[src/rtl/alu_ctrl_pkg.sv]
// Shared types and constants for the ALU command sequencer and its unit decoder.
package alu_ctrl_pkg;

  localparam int FUN_WIDTH = 4;

  localparam logic [1:0] UNIT_ARITH = 2'b00;
  localparam logic [1:0] UNIT_LOGIC = 2'b01;
  localparam logic [1:0] UNIT_CMP   = 2'b10;
  localparam logic [1:0] UNIT_SHIFT = 2'b11;

  typedef enum logic [2:0] {
    ST_IDLE    = 3'd0,
    ST_ISSUE   = 3'd1,
    ST_WAIT    = 3'd2,
    ST_CAPTURE = 3'd3,
    ST_RESP    = 3'd4
  } state_e;

endpackage

[src/rtl/alu_unit_decoder.sv]
// Maps a unit select plus an active flag onto the four one-hot ALU unit enables.
module alu_unit_decoder
  import alu_ctrl_pkg::*;
(
  input  logic [1:0] unit_sel,
  input  logic       active,
  output logic       arith_en,
  output logic       logic_en,
  output logic       cmp_en,
  output logic       shift_en
);

  // One-hot decode, all enables low when inactive
  always_comb begin
    arith_en = 1'b0;
    logic_en = 1'b0;
    cmp_en   = 1'b0;
    shift_en = 1'b0;
    if (active) begin
      case (unit_sel)
        UNIT_ARITH: arith_en = 1'b1;
        UNIT_LOGIC: logic_en = 1'b1;
        UNIT_CMP:   cmp_en   = 1'b1;
        UNIT_SHIFT: shift_en = 1'b1;
        default:    arith_en = 1'b0;
      endcase
    end else begin
      arith_en = 1'b0;
    end
  end

endmodule

[src/rtl/alu_op_sequencer.sv]
// Command-level ALU controller: accepts one op, drives the selected unit until its
// registered result is valid, then returns that result over a valid/ready response port.
module alu_op_sequencer
  import alu_ctrl_pkg::*;
#(
  parameter int DATA_WIDTH = 16,
  parameter int OUT_WIDTH  = 16,
  parameter int CMP_WIDTH  = 4,
  parameter int UNIT_LAT   = 1
) (
  input  logic                  clk,
  input  logic                  rst,
  input  logic                  cmd_valid,
  output logic                  cmd_ready,
  input  logic [DATA_WIDTH-1:0] cmd_a,
  input  logic [DATA_WIDTH-1:0] cmd_b,
  input  logic [FUN_WIDTH-1:0]  cmd_fun,
  output logic [DATA_WIDTH-1:0] unit_a,
  output logic [DATA_WIDTH-1:0] unit_b,
  output logic [1:0]            unit_fun,
  output logic                  arith_en,
  output logic                  logic_en,
  output logic                  cmp_en,
  output logic                  shift_en,
  input  logic [OUT_WIDTH-1:0]  arith_res,
  input  logic [OUT_WIDTH-1:0]  logic_res,
  input  logic [OUT_WIDTH-1:0]  shift_res,
  input  logic [CMP_WIDTH-1:0]  cmp_res,
  output logic                  rsp_valid,
  input  logic                  rsp_ready,
  output logic [OUT_WIDTH-1:0]  rsp_data,
  output logic [1:0]            rsp_unit,
  output logic                  busy,
  output logic [15:0]           op_count
);

  state_e                state_q, state_d;
  logic [3:0]            wait_cnt_q, wait_cnt_d;
  logic [DATA_WIDTH-1:0] a_q, a_d, b_q, b_d;
  logic [FUN_WIDTH-1:0]  fun_q, fun_d;
  logic [OUT_WIDTH-1:0]  rsp_data_q, rsp_data_d, unit_out;
  logic [1:0]            rsp_unit_q, rsp_unit_d;
  logic [15:0]           op_count_q, op_count_d;
  logic                  cmd_ready_q, cmd_ready_d;
  logic                  rsp_valid_q, rsp_valid_d;
  logic                  busy_q, busy_d;
  logic                  arith_en_q, logic_en_q, cmp_en_q, shift_en_q;
  logic                  arith_en_d, logic_en_d, cmp_en_d, shift_en_d;
  logic                  dec_active;

  // Result mux over the currently latched unit select
  always_comb begin
    unit_out = '0;
    case (fun_q[3:2])
      UNIT_ARITH: unit_out = arith_res;
      UNIT_LOGIC: unit_out = logic_res;
      UNIT_CMP:   unit_out = OUT_WIDTH'(cmp_res);
      UNIT_SHIFT: unit_out = shift_res;
      default:    unit_out = '0;
    endcase
  end

  // Next-state logic and registered-output precompute
  always_comb begin
    state_d    = state_q;
    wait_cnt_d = wait_cnt_q;
    a_d        = a_q;
    b_d        = b_q;
    fun_d      = fun_q;
    rsp_data_d = rsp_data_q;
    rsp_unit_d = rsp_unit_q;
    op_count_d = op_count_q;
    case (state_q)
      ST_IDLE: begin
        if (cmd_valid && cmd_ready_q) begin
          a_d     = cmd_a;
          b_d     = cmd_b;
          fun_d   = cmd_fun;
          state_d = ST_ISSUE;
        end else begin
          state_d = ST_IDLE;
        end
      end
      ST_ISSUE: begin
        wait_cnt_d = 4'(UNIT_LAT - 1);
        state_d    = (UNIT_LAT == 1) ? ST_CAPTURE : ST_WAIT;
      end
      ST_WAIT: begin
        wait_cnt_d = wait_cnt_q - 4'd1;
        if (wait_cnt_q == 4'd1) begin
          state_d = ST_CAPTURE;
        end else begin
          state_d = ST_WAIT;
        end
      end
      ST_CAPTURE: begin
        rsp_data_d = unit_out;
        rsp_unit_d = fun_q[3:2];
        state_d    = ST_RESP;
      end
      ST_RESP: begin
        if (rsp_ready) begin
          op_count_d = op_count_q + 16'd1;
          state_d    = ST_IDLE;
        end else begin
          state_d = ST_RESP;
        end
      end
      default: state_d = ST_IDLE;
    endcase
    // Outputs are registered, so they are derived from the upcoming state
    cmd_ready_d = (state_d == ST_IDLE);
    rsp_valid_d = (state_d == ST_RESP);
    busy_d      = (state_d != ST_IDLE);
    dec_active  = (state_d == ST_ISSUE) || (state_d == ST_WAIT) || (state_d == ST_CAPTURE);
  end

  alu_unit_decoder u_dec (
    .unit_sel (fun_d[3:2]),
    .active   (dec_active),
    .arith_en (arith_en_d),
    .logic_en (logic_en_d),
    .cmp_en   (cmp_en_d),
    .shift_en (shift_en_d)
  );

  // State and output registers with synchronous reset
  always_ff @(posedge clk) begin
    if (rst) begin
      state_q     <= ST_IDLE;
      wait_cnt_q  <= 4'd0;
      a_q         <= '0;
      b_q         <= '0;
      fun_q       <= '0;
      rsp_data_q  <= '0;
      rsp_unit_q  <= 2'b00;
      op_count_q  <= 16'd0;
      cmd_ready_q <= 1'b0;
      rsp_valid_q <= 1'b0;
      busy_q      <= 1'b0;
      arith_en_q  <= 1'b0;
      logic_en_q  <= 1'b0;
      cmp_en_q    <= 1'b0;
      shift_en_q  <= 1'b0;
    end else begin
      state_q     <= state_d;
      wait_cnt_q  <= wait_cnt_d;
      a_q         <= a_d;
      b_q         <= b_d;
      fun_q       <= fun_d;
      rsp_data_q  <= rsp_data_d;
      rsp_unit_q  <= rsp_unit_d;
      op_count_q  <= op_count_d;
      cmd_ready_q <= cmd_ready_d;
      rsp_valid_q <= rsp_valid_d;
      busy_q      <= busy_d;
      arith_en_q  <= arith_en_d;
      logic_en_q  <= logic_en_d;
      cmp_en_q    <= cmp_en_d;
      shift_en_q  <= shift_en_d;
    end
  end

  assign cmd_ready = cmd_ready_q;
  assign unit_a    = a_q;
  assign unit_b    = b_q;
  assign unit_fun  = fun_q[1:0];
  assign arith_en  = arith_en_q;
  assign logic_en  = logic_en_q;
  assign cmp_en    = cmp_en_q;
  assign shift_en  = shift_en_q;
  assign rsp_valid = rsp_valid_q;
  assign rsp_data  = rsp_data_q;
  assign rsp_unit  = rsp_unit_q;
  assign busy      = busy_q;
  assign op_count  = op_count_q;

endmodule
[config.mk]
export PLATFORM = sky130hd
export DESIGN_NAME = alu_op_sequencer
export DESIGN_NICKNAME = d
export VERILOG_FILES = /design/src/rtl/alu_ctrl_pkg.sv /design/src/rtl/alu_unit_decoder.sv /design/src/rtl/alu_op_sequencer.sv
export SDC_FILE = /design/constraint.sdc
export NUM_CORES = 1
export LEC_CHECK = 0
export BUFFER_PORTS_ARGS = -buffer_cell sky130_fd_sc_hd__buf_2
export CAP_MARGIN = 15
export CORE_MARGIN = 2
export CORE_UTILIZATION = 46
export DETAILED_ROUTE_END_ITERATION = 8
export PLACE_DENSITY = 0.76
export RECOVER_POWER = 100
export SLEW_MARGIN = 20
export SYNTH_ARGS = -nofsm -noshare
export SYNTH_HDL_FRONTEND = slang
export SYNTH_SLANG_ARGS = --single-unit
[constraint.sdc]
create_clock -name clk -period 2.3 [get_ports clk]
set_clock_uncertainty 0.1 [all_clocks]
set_input_delay 0.115 -clock clk [delete_from_list [all_inputs] [get_ports clk]]
set_output_delay 0.115 -clock clk [all_outputs]
set_load 0.1 [all_outputs]
==> results of run 1 <==
==> layer usage <==
layer | global-route usage [%] | part of all wire, %
met1 | 29.5 | 40
met2 | 45.8 | 50
met3 | 4.81 | 6.9
met4 | 14.4 | 3.2
met5 | 0 | 0
==> synth_stat cells <==
cell | number | share of area, %
sky130_fd_sc_hd__and4_1 | 1 | 0.25
sky130_fd_sc_hd__a21boi_0 | 1 | 0.21
sky130_fd_sc_hd__a21oi_1 | 51 | 7.2
sky130_fd_sc_hd__o31ai_1 | 1 | 0.21
sky130_fd_sc_hd__nor4b_1 | 2 | 0.50
sky130_fd_sc_hd__nand4b_1 | 2 | 0.50
sky130_fd_sc_hd__a211oi_1 | 12 | 2.6
sky130_fd_sc_hd__dfxtp_1 | 84 | 48
sky130_fd_sc_hd__nor3b_1 | 3 | 0.64
sky130_fd_sc_hd__o22a_1 | 1 | 0.25
sky130_fd_sc_hd__o2bb2ai_1 | 1 | 0.25
sky130_fd_sc_hd__mux2i_1 | 14 | 4.0
sky130_fd_sc_hd__and2_1 | 2 | 0.36
sky130_fd_sc_hd__nor2_1 | 49 | 5.2
sky130_fd_sc_hd__mux4_2 | 4 | 2.6
sky130_fd_sc_hd__o21ai_0 | 7 | 0.99
sky130_fd_sc_hd__nand2_1 | 93 | 9.9
sky130_fd_sc_hd__xor2_1 | 6 | 1.5
sky130_fd_sc_hd__nand4_1 | 3 | 0.53
sky130_fd_sc_hd__or3b_2 | 1 | 0.25
sky130_fd_sc_hd__nand2b_1 | 1 | 0.18
sky130_fd_sc_hd__nand3_1 | 9 | 1.3
sky130_fd_sc_hd__o2111ai_1 | 1 | 0.25
sky130_fd_sc_hd__or4_4 | 1 | 0.32
sky130_fd_sc_hd__o22ai_1 | 1 | 0.18
sky130_fd_sc_hd__mux2_2 | 1 | 0.32
sky130_fd_sc_hd__or4_1 | 2 | 0.43
sky130_fd_sc_hd__inv_1 | 4 | 0.43
sky130_fd_sc_hd__buf_1 | 3 | 0.32
sky130_fd_sc_hd__nor3_1 | 19 | 2.7
sky130_fd_sc_hd__xnor2_1 | 5 | 1.2
sky130_fd_sc_hd__clkbuf_1 | 20 | 2.1
sky130_fd_sc_hd__a22oi_1 | 2 | 0.43
sky130_fd_sc_hd__or3_1 | 3 | 0.53
sky130_fd_sc_hd__buf_4 | 2 | 0.43
sky130_fd_sc_hd__nor4_1 | 3 | 0.53
sky130_fd_sc_hd__ha_1 | 3 | 1.1
sky130_fd_sc_hd__nand4bb_1 | 1 | 0.32
sky130_fd_sc_hd__buf_2 | 5 | 0.71
sky130_fd_sc_hd__and3_1 | 2 | 0.36
sky130_fd_sc_hd__or2_2 | 1 | 0.18
==> final cells by class <==
class,count,area [µm²]
Timing Repair Buffer,230,1340
Sequential cell,84,1700
Clock buffer,9,124
Fill cell,638,2280
Inverter,4,15.0
Tap cell,99,124
Clock inverter,7,56.3
Multi-Input combinational cell,309,1690
==> worst max-delay path, delay by kind of cell (launching register included) <==
family,cells,cell delay [ns]
buffers and inverters,1,0.58
AO/OA/AOI/OAI,1,0.20
AND/OR/NAND/NOR,3,0.81
flip-flops,1,0.36
==> flip-flops by register name (all words and copies together) (netlist names), 2 cells and up <==
register	flops
wait_cnt_q	4
rsp_unit	2
state_q	3
fun_q	4
unit_b	16
rsp_data	16
unit_a	16
op_count	16
==> cells by family after synthesis <==
kind of cell    count (synthesis)  synth area share, %
simple gates                  198                 25.0
flops                          84                 47.8
compound gates                 78                 12.6
buf+inv                        34                 4.02
mux                            19                 6.86
xor+xnor                       11                 2.74
fa+ha+maj                       3                 1.07
==> final timing paths <==
check	endpoint	slack [ns]
min reg2reg	unit_a[5]	0.36
min	rsp_data[10]	0.09
max	unit_a[3]	0.17
max reg2reg	unit_a[3]	0.17
==> cells in the final DEF (no fill, tap or decap), types with 3 or more instances in the layout <==
cell                            netlist  final
sky130_fd_sc_hd__a211oi_1            12     12
sky130_fd_sc_hd__mux4_2               4      4
sky130_fd_sc_hd__clkbuf_1            20     77
sky130_fd_sc_hd__nand3_1              9      9
sky130_fd_sc_hd__o21ai_0              7      7
sky130_fd_sc_hd__dfxtp_2              0     11
sky130_fd_sc_hd__nand2_1             93     93
sky130_fd_sc_hd__mux2i_1             14     14
sky130_fd_sc_hd__inv_6                0      4
sky130_fd_sc_hd__nand4_1              3      3
sky130_fd_sc_hd__clkbuf_8             0      9
sky130_fd_sc_hd__a21oi_1             51     51
sky130_fd_sc_hd__nor3_1              19     19
sky130_fd_sc_hd__dlygate4sd3_1        0     49
sky130_fd_sc_hd__buf_2                5     91
sky130_fd_sc_hd__nor4_1               3      3
sky130_fd_sc_hd__buf_4                2     11
sky130_fd_sc_hd__or4_1                2      3
sky130_fd_sc_hd__xor2_1               6      6
sky130_fd_sc_hd__or3_1                3      3
sky130_fd_sc_hd__xnor2_1              5      5
sky130_fd_sc_hd__nor3b_1              3      3
sky130_fd_sc_hd__dfxtp_1             84     73
sky130_fd_sc_hd__ha_1                 3      3
sky130_fd_sc_hd__nor2_1              49     49
sky130_fd_sc_hd__inv_1                4      4
==> metrics by stage <==
step | hold WS [ns] | util, % | worst slack [ns] | instances | total power (W)
global route | 0.108 | 68.9 | 0.0905 | 742 | 0.00407
global placement | 0.257 | 61.3 | 0.415 | 677 | 0.00288
finish | 0.0861 | 68.9 | 0.170 | 742 | 0.00390
detailed placement | 0.262 | 61.3 | 0.374 | 677 | 0.00289
floorplan | 0.151 | - | 0.107 | 427 | 0.00263
CTS | 0.0840 | 70.4 | 0.362 | 742 | 0.00393
==> power by group through the flow <==
stage | sequential, W | combinational (W) | clock [W]
6_report | 0.00162 | 0.00129 | 0.000980
5_1_grt | 0.00164 | 0.00137 | 0.00106
4_1_cts | 0.00162 | 0.00131 | 0.000999
3_5_place_dp | 0.00165 | 0.00124 | 0
3_3_place_gp | 0.00165 | 0.00123 | 0
2_1_floorplan | 0.00221 | 0.000420 | 0
==> timing repair <==
action | CTS | global route
buffers inserted | 0 | 0
endpoints found under the hold margin | 51 | 0
endpoints found under the setup margin | 0 | 0
gates resized for setup | 0 | 0
hold buffers | 49 | 0
==> flow_metrics.env, run 1 <==
export IMPL_final_max_slew_viol_count=0
export IMPL_r2r_startpoint="state_q[0]"
export IMPL_timing_final_hold_violations=0
export IMPL_portBuffers=166
export IMPL_n_antenna_cell=0
export IMPL_power_switching_w=0.00160
export IMPL_yosys_synthesis_warning_count=0
export IMPL_synth_distinct_cells=41
export IMPL_critical_path_cell_chain="or2_2 -> nor3_1 -> clkbuf_2 -> nand2_1 -> a21oi_1"
export IMPL_comb_power_share_pct=33.2
export IMPL_syn_avg_cell_area_um2=8.25
export IMPL_critPathArrivalTime_ns=2.30
export IMPL_worst_setup_path_start_kind="flip-flop"
export IMPL_timing_final_crit_share_pct=92.6
export IMPL_detailed_place_area_um2=4490
export IMPL_power_switching_share_pct=41.0
export IMPL_via_count=3843
export IMPL_max_slew_margin_rel_pct=18.4
export IMPL_peakVddDrop_mv=0.376
export IMPL_r2r_cells=5
export IMPL_achievable_frequency_mhz=469
export IMPL_number_of_cts_inserted_buffers=9
export IMPL_clock_sinks=84
export IMPL_cts_root_buf="sky130_fd_sc_hd__clkbuf_8"
export IMPL_power_leakage_nw=1.93
export IMPL_design_core_area_um2=7330
export IMPL_floorplan_die_height_um=91.5
export IMPL_drt_first_iter_violations=223
export IMPL_overall_global_routing_resource_usage_pct=26.0
export IMPL_clock_network_fraction_of_total_power_pct=25.1
export IMPL_critPathLaunch="state_q[0]"
export IMPL_synth_area_um2=3520
export IMPL_design_die_area_um2=8370
export IMPL_cts_reportedPaths_clkPinSlew_ns=0.09
export IMPL_hold_class="in2reg"
export IMPL_insertion_delay_ns=0.34
export IMPL_nets=733
export IMPL_rsz0062_at_grt="no"
export IMPL_critical_path_endpoint_type="flip-flop"
export IMPL_grt_first_pass_wirelength_mm=17.5
export IMPL_layout_drive_gt1_share_pct=21.5
export IMPL_io_pin_count=167
export IMPL_fp_row_count=31
export IMPL_postSynthNetCount=522
export IMPL_timing_worst_slew_pin_value_ns=1.23
export IMPL_grt_pass1_vias=3844
export IMPL_routed_wl_mm=10.7
export IMPL_cpMaxStageDelayCell="sky130_fd_sc_hd__clkbuf_2"
export IMPL_die_width_um=91.5
export IMPL_clock_path_buffers=2
export IMPL_cells_after_synth=427
export IMPL_internal_power_w=0.00230
export IMPL_maximum_number_of_pins_on_one_net_before_global_route_repair=36
export IMPL_cts_tree="built"
export IMPL_setup_tns_ns=0
export IMPL_avgViaCountPerCell=5.18
export IMPL_htreeDepth=3
export IMPL_antenna_found_initial=0
export IMPL_worstPathMaxFanout=31
export IMPL_fin_crit_ns=2.13
export IMPL_dr_drc_count=0
export IMPL_max_cap_violations=0
export IMPL_powerDensity_nw_per_um2=772
export IMPL_area_delta_synth_final_pct=43.5
export IMPL_cp_slowest_stage_delay_ns=0.58
export IMPL_drtAntennaViolNets=0
export IMPL_detailed_place_hpwl_mm=7.08
export IMPL_synth_seq_area_share_pct=47.8
export IMPL_drtPass1Iterations=5
export IMPL_cp_data_required_time_ns=2.47
export IMPL_routed_wire_length_per_instance_um=14.5
export IMPL_criticalPathCategory="reg2reg"
export IMPL_routabilityCongestion=0.859
export IMPL_hold_path_startpoint="logic_res[10]"
export IMPL_worst_hold_path_num_cells=5
export IMPL_globalRoute_totalOverflow=0
export IMPL_postSynthRegisterBits=84
export IMPL_layout_cell_area_non_filler_um2=5050
export IMPL_total_of_endpoints_with_negative_setup_slack_in_the_final_report=0
export IMPL_run_status="completed"
export IMPL_seq_power_share_pct=41.7
export IMPL_start_util_pct=48.0
(Power assumes the default switching activity.)
==> inputs of run 2 (changes only) <==
--- a/config.mk
+++ b/config.mk
@@ -8,10 +8,12 @@
 export BUFFER_PORTS_ARGS = -buffer_cell sky130_fd_sc_hd__buf_2
 export CAP_MARGIN = 15
 export CORE_MARGIN = 2
-export CORE_UTILIZATION = 46
+export CORE_UTILIZATION = 48
+export CTS_BUF_LIST = sky130_fd_sc_hd__clkbuf_4
 export DETAILED_ROUTE_END_ITERATION = 8
-export PLACE_DENSITY = 0.76
+export PLACE_DENSITY = 0.79
 export RECOVER_POWER = 100
+export SETUP_SLACK_MARGIN = 0.02
 export SLEW_MARGIN = 20
 export SYNTH_ARGS = -nofsm -noshare
 export SYNTH_HDL_FRONTEND = slang
==> run 2 against run 1 <==
Clock-buffer cell count rose by 1; routed wire length fell by 2.3%; final cell count did not move; highest routed layer unchanged; utilization rose by 1.4 points; sequential share of layout area barely moved; sequential power barely moved; critical path depth did not move; worst setup slack improved by 0.036 ns; global-route usage fell by 0.28 points; first-iteration DRC count fell by 6.3%.
==> flow_metrics.env, run 2 (synthesis gave the netlist of run 1 again) <==
export IMPL_io_pin_count=167
export IMPL_die_width_um=89.6
export IMPL_postCtsSetupBuffers=0
export IMPL_clock_path_buffers=2
export IMPL_grt_pass1_vias=3592
export IMPL_clock_sinks=84
export IMPL_setup_tns_ns=0
export IMPL_drtAntennaViolNets=0
export IMPL_worst_hold_path_num_cells=5
export IMPL_post_place_ws_ns=0.341
export IMPL_cp_data_required_time_ns=2.57
export IMPL_layoutNonFillerInstCount=742
export IMPL_run_status="completed"
export IMPL_via_count=3782
export IMPL_number_of_instances_in_the_placed_design=675
export IMPL_total_of_endpoints_with_negative_setup_slack_in_the_final_report=0
export IMPL_globalRoute_totalOverflow=0
export IMPL_drtPass1Iterations=5
export IMPL_max_cap_violations=0
export IMPL_antenna_found_initial=0
export IMPL_cp_slowest_stage_delay_ns=0.55
export IMPL_fin_crit_ns=2.09
export IMPL_met3RoutedLength_um=724
export IMPL_maximum_number_of_pins_on_one_net_before_global_route_repair=43
export IMPL_path_delay_family="simple AND/OR/NAND/NOR gates"
export IMPL_peakVddDrop_mv=0.320
export IMPL_mostFrequentLayoutCells="sky130_fd_sc_hd__nand2_1 (93), sky130_fd_sc_hd__buf_2 (91), sky130_fd_sc_hd__clkbuf_1 (78)"
export IMPL_portBuffers=166
export IMPL_critPathBufInv=1
export IMPL_timing_final_hold_violations=0
export IMPL_start_util_pct=49.1
export IMPL_avgViaCountPerCell=5.10
export IMPL_htreeDepth=3
export IMPL_wl_met2_mm=5.32
export IMPL_timing_final_crit_share_pct=91.0
export IMPL_dr_drc_count=0
export IMPL_hold_class="in2reg"
export IMPL_layout_drive_gt1_share_pct=21.3
export IMPL_routed_wire_length_per_instance_um=14.1
export IMPL_nets=733
export IMPL_r2r_startpoint="state_q[2]"
export IMPL_cts_root_buf="sky130_fd_sc_hd__clkbuf_4"
export IMPL_fp_row_count=31
export IMPL_cts_tree="built"
export IMPL_number_of_cts_inserted_buffers=9
export IMPL_critical_path_endpoint_type="flip-flop"
export IMPL_n_antenna_cell=0
export IMPL_power_leakage_nw=1.91
export IMPL_design_core_area_um2=7180
export IMPL_routed_wl_mm=10.5
export IMPL_worst_setup_path_start_kind="flip-flop"
export IMPL_design_die_area_um2=8040
export IMPL_cts_reportedPaths_clkPinSlew_ns=0.14
export IMPL_worstPathMaxFanout=11
export IMPL_mostFrequentLayoutCell="sky130_fd_sc_hd__nand2_1"
export IMPL_achievable_frequency_mhz=478
export IMPL_worstReg2RegEnd="op_count[15]"
export IMPL_critical_path_cell_chain="clkbuf_1 -> nand4bb_1 -> or4_4 -> or3_1 -> a21oi_1"
export IMPL_route_top_layer_used="met4"
export IMPL_final_setup_worst_slack_ns=0.206
export IMPL_detail_route_wirelength_met1_mm=4.12
export IMPL_p_total_w=0.00381
export IMPL_routabilityCongestion=0.885
export IMPL_floorplan_die_height_um=89.6
export IMPL_layout_core_utilization_pct=70.3
export IMPL_final_max_slew_viol_count=0
export IMPL_critPathArrivalTime_ns=2.36
export IMPL_timing_worst_slew_pin_value_ns=1.22
export IMPL_grt_first_pass_wirelength_mm=16.0
export IMPL_hold_path_startpoint="arith_res[10]"
export IMPL_cpMaxStageDelayCell="sky130_fd_sc_hd__or4_4"
export IMPL_detailed_place_hpwl_mm=6.84
export IMPL_rsz0062_at_grt="no"
export IMPL_drt_first_iter_violations=209
export IMPL_criticalPathCategory="reg2reg"
export IMPL_overall_global_routing_resource_usage_pct=25.8
export IMPL_area_delta_synth_final_pct=43.2
export IMPL_powerDensity_nw_per_um2=755
export IMPL_regToRegSetupSlack_ns=0.21
export IMPL_insertion_delay_ns=0.42
export IMPL_min_to="rsp_data[10]"
export IMPL_max_slew_margin_rel_pct=18.8
export IMPL_r2r_cells=5
==> run 2: metrics by stage <==
step	instance area, µm²	hold WS [ns]
after floorplan	3530	0.151
after global placement	4490	0.255
after detailed placement	4490	0.262
after CTS	5150	0.00117
after global routing	5040	0.0182
final	5040	0.0169
==> run 2: how the worst max path moves through the flow <==
| stage | depth (start not counted) | start | slack (ns) | to |
|---|---|---|---|---|
| after floorplan | 6 | cmd_ready | 0.11 | unit_a[10] |
| after global placement | 4 | state_q[0] | 0.42 | op_count[14] |
| after detailed placement | 4 | state_q[0] | 0.34 | op_count[14] |
| after CTS | 4 | state_q[0] | 0.33 | op_count[14] |
| after global routing | 5 | state_q[2] | 0.1 | op_count[15] |
| final | 5 | state_q[2] | 0.21 | op_count[15] |
==> run 2: cell type report <==
| class | count | area [µm²] |
|---|---|---|
| Clock buffer | 10 | 75.1 |
| Clock inverter | 6 | 72.6 |
| Fill cell | 588 | 2130 |
| Inverter | 4 | 15.0 |
| Multi-Input combinational cell | 309 | 1700 |
| Sequential cell | 84 | 1700 |
| Tap cell | 99 | 124 |
| Timing Repair Buffer | 230 | 1360 |
==> run 2: power by group <==
group / switching (W) / total [W] / internal [W] / leakage (nW)
sequential: 0.0000660 / 0.00163 / 0.00156 / 0.686
clock: 0.000526 / 0.000880 / 0.000354 / 0.0712
combinational: 0.000959 / 0.00130 / 0.000340 / 1.15
total: 0.00155 / 0.00381 / 0.00225 / 1.91
==> run 2: tightest hold or removal path, stage by stage <==
cell	delay, ns
sky130_fd_sc_hd__buf_2	0.08
sky130_fd_sc_hd__mux2i_1	0.05
sky130_fd_sc_hd__nor2_1	0.09
sky130_fd_sc_hd__a211oi_1	0.06
sky130_fd_sc_hd__nor3_1	0.11
==> run 2: repair_timing <==
action	CTS	global route
endpoints found under the hold margin	54	0
resized for setup	0	0
hold buffers	51	0
==> run 2: layer usage <==
metal | global-route usage [%] | up-vias
met2 | 45.7 | 161
met4 | 10.4 | 0
met5 | 0 | -
met1 | 29.2 | 1702
met3 | 6.86 | 31
li1 | - | 1888
==> inputs of run 3 (changes only) <==
--- a/config.mk
+++ b/config.mk
@@ -8,10 +8,11 @@
 export BUFFER_PORTS_ARGS = -buffer_cell sky130_fd_sc_hd__buf_2
 export CAP_MARGIN = 15
 export CORE_MARGIN = 2
-export CORE_UTILIZATION = 48
+export CORE_UTILIZATION = 43
 export CTS_BUF_LIST = sky130_fd_sc_hd__clkbuf_4
 export DETAILED_ROUTE_END_ITERATION = 8
-export PLACE_DENSITY = 0.79
+export GPL_TIMING_DRIVEN = 0
+export PLACE_DENSITY = 0.75
 export RECOVER_POWER = 100
 export SETUP_SLACK_MARGIN = 0.02
 export SLEW_MARGIN = 20
==> constraint.sdc (replaced) <==
create_clock -name clk -period 1.7 [get_ports clk]
set_clock_uncertainty 0.1 [all_clocks]
set_input_delay 0.085 -clock clk [delete_from_list [all_inputs] [get_ports clk]]
set_output_delay 0.085 -clock clk [all_outputs]
set_load 0.1 [all_outputs]
==> run 3 against run 2 <==
The flow now finishes with violations (setup timing); hold slack improved by 0.0061 ns; combinational power grew 49%; clock power is 61% higher; largest power group unchanged; routed wire length grew 11%; global-route usage shrank 0.36 points; die area is 11% higher; utilization decreased by 0.67 points.
==> flow_metrics.env, run 3 (synthesis gave the netlist of run 1 again) <==
export IMPL_insertion_delay_ns=0.42
export IMPL_critical_path_endpoint_type="flip-flop"
export IMPL_power_switching_share_pct=38.3
export IMPL_clock_network_fraction_of_total_power_pct=25.6
export IMPL_drtPass1Iterations=4
export IMPL_comb_power_share_pct=34.9
export IMPL_drtAntennaViolNets=0
export IMPL_route_top_layer_used="met4"
export IMPL_failed_checks="setup timing"
export IMPL_final_setup_worst_slack_ns=-0.149
export IMPL_rsz0062_at_grt="yes"
export IMPL_layout_drive_gt1_share_pct=36.8
export IMPL_critPathArrivalTime_ns=2.10
export IMPL_routed_wire_length_per_instance_um=14.8
export IMPL_final_max_slew_viol_count=0
export IMPL_power_switching_w=0.00212
export IMPL_via_count=4018
export IMPL_grt_pass1_vias=3864
export IMPL_cts_root_buf="sky130_fd_sc_hd__clkbuf_4"
export IMPL_path_delay_family="simple AND/OR/NAND/NOR gates"
export IMPL_area_delta_synth_final_pct=60.0
export IMPL_timing_final_hold_violations=0
export IMPL_number_of_instances_in_the_placed_design=697
export IMPL_wl_met2_mm=5.85
export IMPL_cp_slowest_stage_delay_ns=0.50
export IMPL_floorplan_die_height_um=94.5
export IMPL_max_slew_margin_rel_pct=61.9
export IMPL_globalRoute_totalOverflow=0
export IMPL_fp_row_count=33
export IMPL_internal_power_w=0.00342
export IMPL_run_status="finished with violations"
export IMPL_die_width_um=94.5
export IMPL_detailed_place_hpwl_mm=7.71
export IMPL_mostFrequentLayoutCells="sky130_fd_sc_hd__buf_2 (122), sky130_fd_sc_hd__nand2_1 (93), sky130_fd_sc_hd__dfxtp_1 (67), sky130_fd_sc_hd__dlygate4sd3_1 (67), sky130_fd_sc_hd__a21oi_1 (50)"
export IMPL_start_util_pct=43.5
export IMPL_detail_route_wirelength_met1_mm=4.62
export IMPL_cpMaxStageDelayCell="sky130_fd_sc_hd__or4_4"
export IMPL_routabilityCongestion=0.801
export IMPL_hold_class="in2reg"
export IMPL_htreeDepth=3
export IMPL_setup_tns_ns=-1.41
export IMPL_met3RoutedLength_um=815
export IMPL_layoutNonFillerInstCount=785
export IMPL_criticalPathCategory="reg2reg"
export IMPL_antenna_found_initial=0
export IMPL_portBuffers=165
export IMPL_critPathBufInv=1
export IMPL_powerDensity_nw_per_um2=984
export IMPL_timing_worst_slew_pin_value_ns=0.572
export IMPL_power_leakage_nw=2.39
export IMPL_drt_first_iter_violations=126
export IMPL_worstPathMaxFanout=6
export IMPL_total_of_endpoints_with_negative_setup_slack_in_the_final_report=40
export IMPL_design_die_area_um2=8930
export IMPL_design_core_area_um2=8090
export IMPL_layout_core_utilization_pct=69.6
export IMPL_mostFrequentLayoutCell="sky130_fd_sc_hd__buf_2"
export IMPL_routed_wl_mm=11.6
export IMPL_timing_final_crit_share_pct=109
export IMPL_cts_reportedPaths_clkPinSlew_ns=0.12
export IMPL_critical_path_cell_chain="nand4bb_1 -> buf_6 -> or4_4 -> or3_1 -> a21oi_1"
export IMPL_number_of_cts_inserted_buffers=9
export IMPL_grt_first_pass_wirelength_mm=17.6
export IMPL_overall_global_routing_resource_usage_pct=25.4
export IMPL_peakVddDrop_mv=0.398
export IMPL_nets=771
export IMPL_cts_tree="built"
export IMPL_maximum_number_of_pins_on_one_net_before_global_route_repair=15
export IMPL_dr_drc_count=0
export IMPL_avgViaCountPerCell=5.12
export IMPL_achievable_frequency_mhz=541
export IMPL_fin_crit_ns=1.85
export IMPL_clock_sinks=84
export IMPL_io_pin_count=167
export IMPL_seq_power_share_pct=39.5
export IMPL_cp_data_required_time_ns=1.96
export IMPL_worst_setup_path_start_kind="flip-flop"
export IMPL_n_antenna_cell=0
export IMPL_clock_path_buffers=2
export IMPL_max_cap_violations=0
==> run 3: path summary, 6_finish.rpt <==
path / start / endpoint / slack (ns) / depth (start not counted)
worst max-delay path: state_q[1] / op_count[15] / -0.15 / 5
worst min-delay path: logic_res[8] / rsp_data[8] / 0.02 / 5
worst max register to register: state_q[1] / op_count[15] / -0.15 / 5
worst min register to register: fun_q[0] / fun_q[0] / 0.36 / 2
==> run 3: cell type report <==
class                           count  area (µm²)
Clock buffer                        9        67.6
Inverter                            4        15.0
Sequential cell                    84        1740
Multi-Input combinational cell    309        1820
Clock inverter                      6         113
Timing Repair Buffer              238        1550
Tap cell                          105         131
Buffer                             30         209
Fill cell                         642        2460
==> run 3: metrics by stage <==
stage | instance area [µm²] | worst slack, ns | total power [W] | hold slack, ns
finish | 5630 | -0.149 | 0.00555 | 0.0229
CTS | 5560 | -0.140 | 0.00552 | 0.00490
detailed placement | 4560 | -0.343 | 0.00392 | 0.231
global placement | 4560 | -0.277 | 0.00388 | 0.226
global route | 5630 | -0.215 | 0.00577 | 0.0286
floorplan | 3600 | -0.205 | 0.00355 | 0.121
==> run 3: power by group through the flow <==
| stage | registers [W] | clock network [W] | logic, W |
|---|---|---|---|
| after detailed placement | 0.00222 | 0 | 0.00169 |
| after global placement | 0.00222 | 0 | 0.00166 |
| after CTS | 0.00218 | 0.00145 | 0.00189 |
| after global routing | 0.00220 | 0.00152 | 0.00205 |
| final | 0.00219 | 0.00142 | 0.00194 |
| after floorplan | 0.00297 | 0 | 0.000580 |
==> run 3: repair_timing <==
action,CTS,global route
gates resized for setup,33,25
pin swaps,3,6
buffers inserted,4,2
hold buffers,67,0
setup endpoints to repair,66,60
hold endpoints to repair,58,0
==> run 3: per-layer routing <==
layer  global-route usage, %  vias up
met1                    28.5     1858
met4                    13.6        0
met5                       0        -
met2                    44.7      168
li1                        -     1962
met3                    5.75       30
==> run 3: worst reg2reg max path, cell delays in order (launching register included) <==
cell and delay [ns]:
sky130_fd_sc_hd__dfxtp_4 0.39, sky130_fd_sc_hd__nand4bb_1 0.20, sky130_fd_sc_hd__buf_6 0.14, sky130_fd_sc_hd__or4_4 0.50, sky130_fd_sc_hd__or3_1 0.33, sky130_fd_sc_hd__a21oi_1 0.13
